===== src/rtl/adder_pkg.sv =====
// Shared definitions for the sequential multiword adder.
// Latency: n/a (types and constants only).
// Backpressure: n/a.
package adder_pkg;

  // Width of one datapath word; the adder and operand slicing use this.
  localparam int WORD_W = 32;

  // Control states of the word-serial sequencer.
  typedef enum logic [1:0] {
    IDLE = 2'd0,
    RUN  = 2'd1,
    DONE = 2'd2
  } state_e;

endpackage


===== src/rtl/carry_select_adder_32bit.sv =====
// 32-bit carry-select adder: ripple low half, precomputed upper half for both carries.
// Latency: combinational, zero cycles.
// Backpressure: none (pure datapath).
// Ports: a, b = operands; c_in = carry in; sum = a+b+c_in mod 2^32; c_out = carry out.
module carry_select_adder_32bit
  import adder_pkg::*;
(
  input  logic [WORD_W-1:0] a,
  input  logic [WORD_W-1:0] b,
  input  logic              c_in,
  output logic [WORD_W-1:0] sum,
  output logic              c_out
);

  localparam int HALF = WORD_W / 2;

  logic [HALF:0] lo_sum;
  logic [HALF:0] hi_sum0;
  logic [HALF:0] hi_sum1;

  assign lo_sum  = {1'b0, a[HALF-1:0]} + {1'b0, b[HALF-1:0]} + {{HALF{1'b0}}, c_in};
  // Upper half is evaluated for both possible carries, the low carry picks one.
  assign hi_sum0 = {1'b0, a[WORD_W-1:HALF]} + {1'b0, b[WORD_W-1:HALF]};
  assign hi_sum1 = {1'b0, a[WORD_W-1:HALF]} + {1'b0, b[WORD_W-1:HALF]} + {{HALF{1'b0}}, 1'b1};

  always_comb begin
    sum   = {hi_sum0[HALF-1:0], lo_sum[HALF-1:0]};
    c_out = hi_sum0[HALF];
    if (lo_sum[HALF]) begin
      sum   = {hi_sum1[HALF-1:0], lo_sum[HALF-1:0]};
      c_out = hi_sum1[HALF];
    end
  end

endmodule


===== src/rtl/multiword_add_seq.sv =====
// Word-serial add/subtract of NUM_WORDS x 32-bit operands through one shared 32-bit adder, LSW first.
// Latency: out_valid rises NUM_WORDS+1 cycles after the accepting edge.
// Backpressure: one request in flight; in_ready only in IDLE, result held in DONE until out_ready.
// Ports: in_valid/in_ready/in_a/in_b/in_sub/in_cin = request; out_valid/out_ready/out_sum/out_cout = result;
//        busy = operation in RUN or DONE; clk/rst_n = clock and synchronous active-low reset.
module multiword_add_seq
  import adder_pkg::*;
#(
  parameter int NUM_WORDS = 4
) (
  input  logic                        clk,
  input  logic                        rst_n,
  input  logic                        in_valid,
  output logic                        in_ready,
  input  logic [WORD_W*NUM_WORDS-1:0] in_a,
  input  logic [WORD_W*NUM_WORDS-1:0] in_b,
  input  logic                        in_sub,
  input  logic                        in_cin,
  output logic                        out_valid,
  input  logic                        out_ready,
  output logic [WORD_W*NUM_WORDS-1:0] out_sum,
  output logic                        out_cout,
  output logic                        busy
);

  localparam int                OP_W     = WORD_W * NUM_WORDS;
  localparam int                IDX_W    = $clog2(NUM_WORDS);
  localparam logic [IDX_W-1:0]  LAST_IDX = IDX_W'(NUM_WORDS - 1);

  state_e             state_q;
  logic [IDX_W-1:0]   idx_q;
  logic               carry_q;
  logic [OP_W-1:0]    a_q;
  logic [OP_W-1:0]    b_q;
  logic [OP_W-1:0]    result_q;
  logic               out_valid_q;

  logic [WORD_W-1:0]  a_word;
  logic [WORD_W-1:0]  b_word;
  logic [WORD_W-1:0]  sum_word_d;
  logic               carry_d;

  assign a_word = a_q[idx_q*WORD_W +: WORD_W];
  assign b_word = b_q[idx_q*WORD_W +: WORD_W];

  carry_select_adder_32bit u_csa (
    .a     (a_word),
    .b     (b_word),
    .c_in  (carry_q),
    .sum   (sum_word_d),
    .c_out (carry_d)
  );

  always_ff @(posedge clk) begin
    if (!rst_n) begin
      state_q     <= IDLE;
      idx_q       <= '0;
      carry_q     <= 1'b0;
      a_q         <= '0;
      b_q         <= '0;
      result_q    <= '0;
      out_valid_q <= 1'b0;
    end else begin
      case (state_q)
        IDLE: begin
          if (in_valid) begin
            // Subtraction is A + ~B + 1: invert B and force the initial carry.
            a_q     <= in_a;
            b_q     <= in_sub ? ~in_b : in_b;
            carry_q <= in_sub | in_cin;
            idx_q   <= '0;
            state_q <= RUN;
          end
        end
        RUN: begin
          result_q[idx_q*WORD_W +: WORD_W] <= sum_word_d;
          carry_q                          <= carry_d;
          if (idx_q == LAST_IDX) begin
            state_q <= DONE;
          end else begin
            idx_q <= idx_q + 1'b1;
          end
        end
        DONE: begin
          // First DONE cycle only raises out_valid; the hand-off happens afterwards.
          if (!out_valid_q) begin
            out_valid_q <= 1'b1;
          end else if (out_ready) begin
            out_valid_q <= 1'b0;
            state_q     <= IDLE;
          end
        end
        default: begin
          state_q     <= IDLE;
          out_valid_q <= 1'b0;
        end
      endcase
    end
  end

  assign in_ready  = (state_q == IDLE);
  assign busy      = (state_q != IDLE);
  assign out_valid = out_valid_q;
  assign out_sum   = result_q;
  // The carry register holds the final top-word carry once RUN completes.
  assign out_cout  = carry_q;

endmodule


===== config.mk =====
export PLATFORM = sky130hd
export DESIGN_NAME = multiword_add_seq
export DESIGN_NICKNAME = d
export VERILOG_FILES = /design/src/rtl/adder_pkg.sv /design/src/rtl/carry_select_adder_32bit.sv /design/src/rtl/multiword_add_seq.sv
export SDC_FILE = /design/constraint.sdc
export NUM_CORES = 1
export LEC_CHECK = 0
export ABC_AREA = 1
export ABC_CLOCK_PERIOD_IN_PS = 4900
export CORE_MARGIN = 2
export CORE_UTILIZATION = 45
export CTS_CLUSTER_SIZE = 28
export DETAILED_ROUTE_END_ITERATION = 10
export DONT_BUFFER_PORTS = 1
export GPL_TIMING_DRIVEN = 0
export PLACE_DENSITY = 0.57
export SYNTH_ARGS = -nofsm -noshare
export SYNTH_HDL_FRONTEND = slang
export SYNTH_SLANG_ARGS = --single-unit

===== constraint.sdc =====
create_clock -name clk -period 4.9 [get_ports clk]
set_input_delay 0.49 -clock clk [delete_from_list [all_inputs] [get_ports clk]]
set_output_delay 0.49 -clock clk [all_outputs]
set_load 0.1 [all_outputs]

==> run_results.csv, run 1 <==
group,metric,value,unit
routing,num_vias,17800,
timing,slew_headroom,23.4,%
routing,post_drt_wl_per_cell,22.8,µm
yosys,synthSimpleGateAreaFrac,23.5,%
timing,slew_violations,0,
routing,avgViaCountPerCell,5.59,
final_layout,final_common_cell,"nor2_1",
global_routing,use_met3,8.33,%
routing,drc,0,
clocking,cts_tree,"built",
pwr,total_power,9200,µW
yosys,synth_warnings,0,
yosys,syn-cell-area,18800,µm²
clocking,clkTransAtPathRegs,60,ps
yosys,synth.yosys.seq_area_share,41.6,%
routing,postRouteAntennaNets,0,
global_routing,grt_pass1_wl,107,mm
timing,skew,18.8,ps
timing,fmax,215,MHz
timing,worst_pin_slew,1150,ps
run_status,outcome,"completed",
floorplan,die_area,43300,µm²
global_routing,gr-max-usage-layer,"met2",
yosys,synth-adder-area-share,2.85,%
global_routing,groute.usage.overall,32.7,%
placement,pre_cts_ws,-270,ps
timing,rsz0062_at_grt,"no",
final_layout,drive_above_1_share,5.58,%
final_layout,fillers,4155,
floorplan,die_w,208,µm
timing,setup-tns-final,0,ps
global_routing,grt_pass1_vias,16900,
placement,hpwlAfterDp,57.6,mm
yosys,ys_seq_elements,390,
clocking,cts_root_buf,"clkbuf_16",
routing,first_pass_iters,5,
placement,port_buffers,0,
yosys,synthXorXnorAreaFrac,7.00,%
critical_path,critPathArrivalTime,5140,ps
global_routing,grt_max_degree,13,
routing,drt_iter0_drc,1489,
yosys,synth_edf_count,0,
final_layout,fin_nets,2926,
floorplan,die_y,208,µm
routing,drt-total-wl,72.9,mm
critical_path,end_kind,"flop",
critical_path,critPathLaunchType,"flop",
yosys,avgSynthCellArea,7.28,µm²
final_layout,multi_input_area,9900,µm²
yosys,synth_nets,2879,
critical_path,cp.required,5400,ps
hold_path,hold_path.class,"in2reg",
yosys,yosysUniqueCellTypes,46,
yosys,synth_compound_area_share,19.3,%
floorplan,io_pins,394,
critical_path,path_class,"reg2reg",
clocking,htreeDepth,2,
clocking,cts_made_buffers,43,
global_routing,grt_overflow,0,
timing,setup_viol_count_final,0,
final_layout,areaGrowthSynthToFinish,11.5,%
placement,place.gp.congestion,0.919,
critical_path,path_max_fanout,10,
placement,dp.cells,3110,
global_routing,grt_util_met1,41.0,%
yosys,muxShareOfSynthArea,0.0600,%
yosys,syn-instance-count,2576,
final_layout,seq_area,7810,µm²
timing,fin_ws,258,ps
global_routing,grt_use_met2,53.7,%
yosys,synth_top_family_by_area,"simple AND/OR/NAND/NOR gates",
yosys,synthArstFlopShare,0,%
clocking,clkLatencyLatePin,580,ps
run,maxCapViolations,0,
global_routing,antenna_found_initial,2,
timing,post-route-period-util,94.7,%
pwr,p_leak,0.00788,µW
clocking,cts.sinks,390,
timing,period_needed,4640,ps
timing,hold_violations,0,
clocking,clock_path_buffers,3,
floorplan,core_area,41000,µm²
floorplan,rows,74,
final_layout,fin_cells,3189,
floorplan,start_util,45.7,%
final_layout,final_cell_mix,"nor2_1 (571), dfxtp_1 (390), nand2_1 (377), o21ai_0 (257), clkbuf_1 (180)",
yosys,ys.flop_type,"dfxtp_1",
pwr,worst_ir_drop_vdd,259,µV
pwr,p_per_area,440,nW/µm²
[through the flow]
stage	hold WS (ps)	util (%)	area, µm²
floorplan	430	-	18800
global placement	451	47.4	19400
CTS	59.6	51.0	20900
global route	74.7	51.0	20900
detailed placement	462	47.4	19500
finish	75.3	51.0	20900
[cells by family (layout without fill, tap and decap cells)]
logic type      after synthesis  in the layout
compound gates              625            625
xor+xnor                    150            150
fa+ha+maj                    41             41
buf+inv                     274            352
flops                       390            390
mux                           1              1
other cells                   0              3
simple gates               1095           1095
[sequential cells by signal (all words and copies together), names as in the netlist]
register   count
idx_q          2
b_q          128
out_cout       1
out_valid      1
state_q        2
a_q          128
out_sum      128
[critical path, cell delays in order (launching register included)]
cell and delay (ps):
dfxtp_1 340, clkbuf_2 220, clkinvlp_4 240, clkbuf_2 400, clkbuf_1 550, nor2_1 90
o22ai_1 330, ha_1 370, a21oi_1 220, o21ai_0 150, a21oi_2 390, nand2_4 160
nand3_2 160, xor2_1 470, nand2_1 100, nor2_1 150, nand2_1 80, a21oi_1 110
[power breakdown]
part	internal, µW	switching, µW	total (µW)
Clock	2000	1360	3360
Sequential	3400	317	3710
Combinational	640	1490	2130
[Yosys cell counts, types with 2 or more instances]
cell / number / area, µm²
a21oi_1: 146 / 731
a21o_1: 2 / 15.0
o21ai_1: 5 / 25.0
o22ai_1: 62 / 388
fa_1: 3 / 60.1
nand2_2: 19 / 119
xnor2_1: 133 / 1160
buf_1: 8 / 30.0
nand3_2: 5 / 50.1
nand3b_1: 2 / 15.0
inv_2: 9 / 33.8
dfxtp_1: 390 / 7810
buf_6: 2 / 22.5
a211oi_1: 128 / 961
clkinv_1: 3 / 11.3
nor2_1: 572 / 2150
nand2_1: 377 / 1420
clkbuf_1: 172 / 646
nor3_2: 2 / 20.0
buf_2: 8 / 40.0
nand3_1: 78 / 390
a21oi_2: 9 / 78.8
xor2_1: 17 / 149
and2_1: 3 / 18.8
a32oi_1: 3 / 26.3
o31ai_1: 2 / 15.0
nand4_1: 13 / 81.3
nor3_1: 7 / 35.0
ha_1: 38 / 475
a22oi_1: 5 / 37.5
inv_1: 69 / 259
nor2_2: 12 / 75.1
buf_4: 3 / 22.5
o21ai_0: 257 / 1290
[timing repair]
| item | CTS | global route |
|---|---|---|
| hold buffers | 0 | 0 |
| resized for setup | 3 | 10 |
| setup buffers | 0 | 0 |
| cloned | 0 | 0 |
| setup endpoints to repair | 37 | 58 |
[cell type report]
cell class | count | share of cell area, %
antenna | 3 | 0.0359
sequential | 390 | 37.3
inverter | 81 | 1.47
clock inverter | 8 | 0.753
multi-input combinational | 1912 | 47.3
tap | 532 | 3.18
clock buffer | 68 | 6.12
timing repair buffer | 2 | 0.149
buffer | 193 | 3.68
[path summary, 6_finish.rpt]
| check | from | endpoint | slack [ps] | cells past startpoint |
|---|---|---|---|---|
| worst max-delay path | idx_q[0] | out_sum[119] | 260 | 17 |
| worst min register to register | a_q[80] | a_q[80] | 480 | 2 |
| worst max register to register | idx_q[0] | out_sum[119] | 260 | 17 |
| worst min-delay path | in_a[47] | a_q[47] | 80 | 2 |
[per-layer routing]
metal | routed length, µm | vias to the layer above
li1 | - | 8654
met1 | 30500 | 8369
met2 | 33200 | 674
met3 | 6140 | 123
met4 | 3010 | 0
met5 | 0 | -
Power figures use the tool's default switching activity.
==> run 2: changes to the inputs <==
SETUP_SLACK_MARGIN = 0.2   (was default)
==> run 2 against run 1 <==
  * Combinational power hardly changed
  * Sequential share of layout area about the same
  * Routed wire length is essentially flat
  * Sequential cell count unchanged
  * Final cell count is the same
  * Critical path depth grew 2
  * Core utilization barely moved
  * Clock power is essentially flat
  * Design area barely moved
  * Non-clock buffer count unchanged
  * Setup slack improved by 140 ps
  * Clock skew hardly changed
  * Largest cell class unchanged
  * Largest power group unchanged
==> run_results.csv, run 2 (synthesis gave the netlist of run 1 again) <==
group,metric,value,unit
floorplan,core_area,41000,µm²
clocking,clkTransAtPathRegs,60,ps
clocking,htreeDepth,2,
final_layout,drive_above_1_share,5.92,%
pwr,power_frac_clock,36.5,%
timing,setup_viol_count_final,0,
routing,drc,0,
timing,skew,18.6,ps
pwr,p_per_area,439,nW/µm²
clocking,clkLatencyLatePin,580,ps
routing,wl_met2,33.2,mm
floorplan,die_area,43300,µm²
critical_path,path_class,"reg2reg",
timing,period_needed,4500,ps
clocking,cts_root_buf,"clkbuf_16",
timing,setup-tns-final,0,ps
floorplan,io_pins,394,
pwr,p_sw,3160,µW
timing,slew_headroom,23.7,%
pwr,p_comb_share,23.1,%
clocking,cts_tree,"built",
floorplan,start_util,45.7,%
critical_path,critPathLaunchType,"flop",
pwr,p_leak,0.00791,µW
routing,top_layer_used,"met4",
routing,drt-total-wl,72.8,mm
timing,fmax,222,MHz
routing,postRouteAntennaNets,0,
routing,post_drt_wl_per_cell,22.8,µm
routing,num_vias,17900,
final_layout,fillers,4146,
pwr,total_power,9190,µW
placement,hpwlAfterDp,57.6,mm
run,maxCapViolations,0,
critical_path,path_max_fanout,10,
global_routing,antenna_found_initial,2,
final_layout,final_cell_mix,"nor2_1 (571), dfxtp_1 (390), nand2_1 (377), o21ai_0 (257), clkbuf_1 (175)",
floorplan,die_w,208,µm
clocking,postCtsSetupBuffers,0,
final_layout,fin_cells,3189,
run_status,outcome,"completed",
pwr,worst_ir_drop_vdd,259,µV
final_layout,seq_area,7810,µm²
clocking,clock_path_buffers,3,
final_layout,design_area,20900,µm²
global_routing,grt_max_degree,13,
final_layout,final_common_cell,"nor2_1",
routing,drt_iter0_drc,1478,
timing,rsz0062_at_grt,"no",
placement,dp.cells,3110,
placement,port_buffers,0,
placement,placed_area,19500,µm²
placement,place.gp.congestion,0.919,
global_routing,grt_pass1_wl,107,mm
critical_path,end_kind,"flop",
pwr,sequentialPowerShare,40.4,%
routing,met3WireLength,6.09,mm
final_layout,areaGrowthSynthToFinish,11.6,%
floorplan,rows,74,
routing,avgViaCountPerCell,5.61,
pwr,intPower,6040,µW
routing,first_pass_iters,5,
timing,slew_violations,0,
global_routing,groute.usage.overall,32.7,%
clocking,cts.sinks,390,
timing,worst_pin_slew,1140,ps
floorplan,die_y,208,µm
hold_path,hold_path.class,"in2reg",
final_layout,multi_input_area,9910,µm²
timing,hold_violations,0,
timing,whs,77.0,ps
global_routing,grt_pass1_vias,16900,
final_layout,fin_nets,2926,
timing,post-route-period-util,91.9,%
routing,wirelength_met1,30.4,mm
critical_path,cp.required,5390,ps
critical_path,critPathArrivalTime,5000,ps
pwr,switching_share,34.3,%
clocking,cts_made_buffers,43,
global_routing,grt_overflow,0,
==> run 2: cell types whose count changed in the layout (fill, tap and decap cells not counted), sizes merged <==
cell	previous run	this run
clkinvlp	2	1
clkbuf	240	241
clkinv	4	5
buf	23	22
==> run 2: layout make-up <==
type | count | area share, %
antenna | 3 | 0.0358
tap | 532 | 3.18
timing repair buffer | 2 | 0.149
clock inverter | 8 | 0.753
clock buffer | 68 | 6.12
buffer | 193 | 3.72
inverter | 81 | 1.46
multi-input combinational | 1912 | 47.3
sequential | 390 | 37.3
==> run 2: path summary, 6_finish.rpt <==
path / startpoint / to / slack, ps / cells past startpoint
setup reg to reg: idx_q[0] / out_sum[55] / 400 / 19
hold / removal: in_a[47] / a_q[47] / 80 / 2
setup / recovery: idx_q[0] / out_sum[55] / 400 / 19
hold reg to reg: a_q[80] / a_q[80] / 480 / 2
==> run 2: power by group through the flow <==
stage	Sequential, µW	Combinational, µW	Clock (µW)
final	3710	2130	3350
after global routing	3730	2340	3520
after CTS	3710	2100	3390
after detailed placement	3780	2090	0
after global placement	3770	2060	0
after floorplan	3730	1430	0
==> run 2: worst max-delay path, stage by stage (launching register included) <==
cell and delay, ps:
dfxtp_1 390, clkbuf_2 260, clkbuf_2 360, clkbuf_2 350, o21ai_0 150, o22ai_1 260, fa_1 270, inv_1 70
fa_1 440, o21ai_2 230, nand2_1 90, nand2_2 140, nand2_2 160, nand2_4 170, nand3_2 150, xor2_1 470
nand2_1 100, nor2_1 150, nand2_1 70, a21oi_1 120
==> run 2: per-layer routing <==
metal	up-vias	track usage, %
met3	135	8.33
met1	8396	41.0
li1	8656	-
met4	0	13.2
met2	689	53.7
met5	-	1.33
==> run 2: stage by stage <==
step | util (%) | setup WS, ps
after floorplan | - | 1520
after global placement | 47.4 | -240
after detailed placement | 47.4 | -270
after CTS | 51.0 | 196
after global routing | 51.0 | 201
final | 51.1 | 395
==> run 2: repair_timing <==
item                       CTS  global route
hold buffers                 0             0
gates resized for setup      7            18
setup endpoints to repair   63            69
==> run 3: changes to the inputs <==
ABC_CLOCK_PERIOD_IN_PS = 4960   (was 4900)
clock period = 4.96 ns   (was 4.9 ns; I/O delays follow)
==> run 3 against run 2 <==
  * First-iteration DRC count up 0.61%
  * Critical endpoint is now out_sum[119]
  * Clock power barely moved
  * Largest power group unchanged
  * Combinational power hardly changed
  * Core utilization about the same
==> run_results.csv, run 3 (synthesis gave the netlist of run 1 again) <==
group,metric,value,unit
global_routing,grt_overflow,0,
final_layout,final_cell_mix,"nor2_1 (571), dfxtp_1 (390), nand2_1 (377), o21ai_0 (257), clkbuf_1 (178)",
global_routing,grt_pass1_wl,107,mm
critical_path,path_class,"reg2reg",
placement,port_buffers,0,
final_layout,fin_nets,2926,
routing,post_drt_wl_per_cell,22.8,µm
routing,drt_iter0_drc,1487,
timing,hold_violations,0,
clocking,hold_buffers,0,
clocking,htreeDepth,2,
floorplan,core_area,41000,µm²
run_status,outcome,"completed",
routing,drt-total-wl,72.8,mm
timing,slew_violations,0,
placement,place.gp.congestion,0.919,
critical_path,critPathLaunchType,"flop",
timing,skew,18.3,ps
pwr,worst_ir_drop_vdd,255,µV
timing,setup_viol_count_final,0,
timing,whs,79.4,ps
critical_path,end_kind,"flop",
routing,first_pass_iters,5,
critical_path,critPathArrivalTime,5020,ps
final_layout,fin_cells,3189,
critical_path,cp.required,5460,ps
critical_path,r2r_cells,18,
global_routing,grt_max_degree,13,
global_routing,grt_pass1_vias,16900,
global_routing,gr-max-usage-layer,"met2",
clocking,cts_made_buffers,43,
routing,avgViaCountPerCell,5.58,
global_routing,grt_use_met2,53.7,%
pwr,p_leak,0.00790,µW
routing,num_vias,17800,
critical_path,path_max_fanout,10,
floorplan,start_util,45.7,%
timing,worst_pin_slew,1150,ps
hold_path,min_path_cells,2,
timing,slew_headroom,23.4,%
clocking,clkTransAtPathRegs,60,ps
final_layout,final_common_cell,"nor2_1",
pwr,p_per_area,434,nW/µm²
run,maxCapViolations,0,
hold_path,hold_path.class,"in2reg",
timing,period_needed,4520,ps
final_layout,areaGrowthSynthToFinish,11.6,%
timing,fmax,221,MHz
floorplan,die_w,208,µm
clocking,cts_root_buf,"clkbuf_16",
global_routing,groute.usage.overall,32.7,%
clocking,clock_path_buffers,3,
floorplan,rows,74,
floorplan,io_pins,394,
final_layout,drive_above_1_share,5.73,%
routing,drc,0,
clocking,clkLatencyLatePin,580,ps
floorplan,die_y,208,µm
clocking,cts.sinks,390,
clocking,cts_tree,"built",
placement,hpwlAfterDp,57.6,mm
global_routing,grt_util_met1,41.0,%
floorplan,die_area,43300,µm²
placement,dp.cells,3110,
global_routing,use_met3,8.33,%
global_routing,antenna_found_initial,2,
routing,postRouteAntennaNets,0,
timing,post-route-period-util,91.0,%
timing,rsz0062_at_grt,"no",
[run 3: changes by cell type in the layout (fill, tap and decap cells not counted), sizes merged]
cell	previous run	this run
buf	22	21
clkbuf	241	242
[run 3: timing repair]
action,CTS,global route
setup endpoints to repair,57,59
pin swaps,0,0
gates cloned,0,0
resized for setup,6,11
setup buffers,0,0
[run 3: critical path: stages (launching register included)]
cell	delay, ps
dfxtp_1	390
clkbuf_2	260
clkinv_2	230
clkbuf_2	360
clkbuf_1	310
o21ai_0	200
o22ai_1	150
ha_1	280
fa_1	490
xnor2_1	240
nor2_1	190
nand3_1	140
nor2_2	130
nand3_2	130
xor2_1	480
nand2_1	100
nor2_1	150
nand2_1	80
a21oi_1	110
[run 3: path summary, 6_finish.rpt]
kind / start / endpoint / slack (ps)
worst max-delay path: idx_q[0] / out_sum[119] / 440
worst min-delay path: in_a[47] / a_q[47] / 80
worst max register to register: idx_q[0] / out_sum[119] / 440
worst min register to register: a_q[80] / a_q[80] / 480
[run 3: final cells by class]
class	count	area [µm²]
buffer	193	774
tap	532	666
antenna	3	7.51
sequential	390	7810
timing repair buffer	2	31.3
inverter	81	305
clock buffer	68	1280
multi-input combinational	1912	9900
fill	4152	20100
clock inverter	8	158
[run 3: layer usage]
metal  vias up  part of all wire, %
li1       8662                    -
met5         -                    0
met2       678                   46
met1      8338                   42
met4         0                  4.1
met3       118                  8.3
[run 3: where the power goes]
| part | leakage [µW] | internal (µW) | switching [µW] |
|---|---|---|---|
| Clock | 0.000697 | 1980 | 1340 |
| Sequential | 0.00320 | 3350 | 313 |
| Combinational | 0.00399 | 633 | 1470 |
[run 3: through the flow]
stage / worst slack (ps) / cell area [µm²] / total power, µW / TNS (ps) / util (%)
3_3_place_gp: -180 / 19400 / 5760 / -538 / 47.4
2_1_floorplan: 1580 / 18800 / 5100 / 0 / -
6_report: 444 / 20900 / 9080 / 0 / 51.0
4_1_cts: 232 / 20900 / 9090 / 0 / 51.0
3_5_place_dp: -210 / 19500 / 5790 / -930 / 47.4
5_1_grt: 222 / 20900 / 9480 / 0 / 51.0
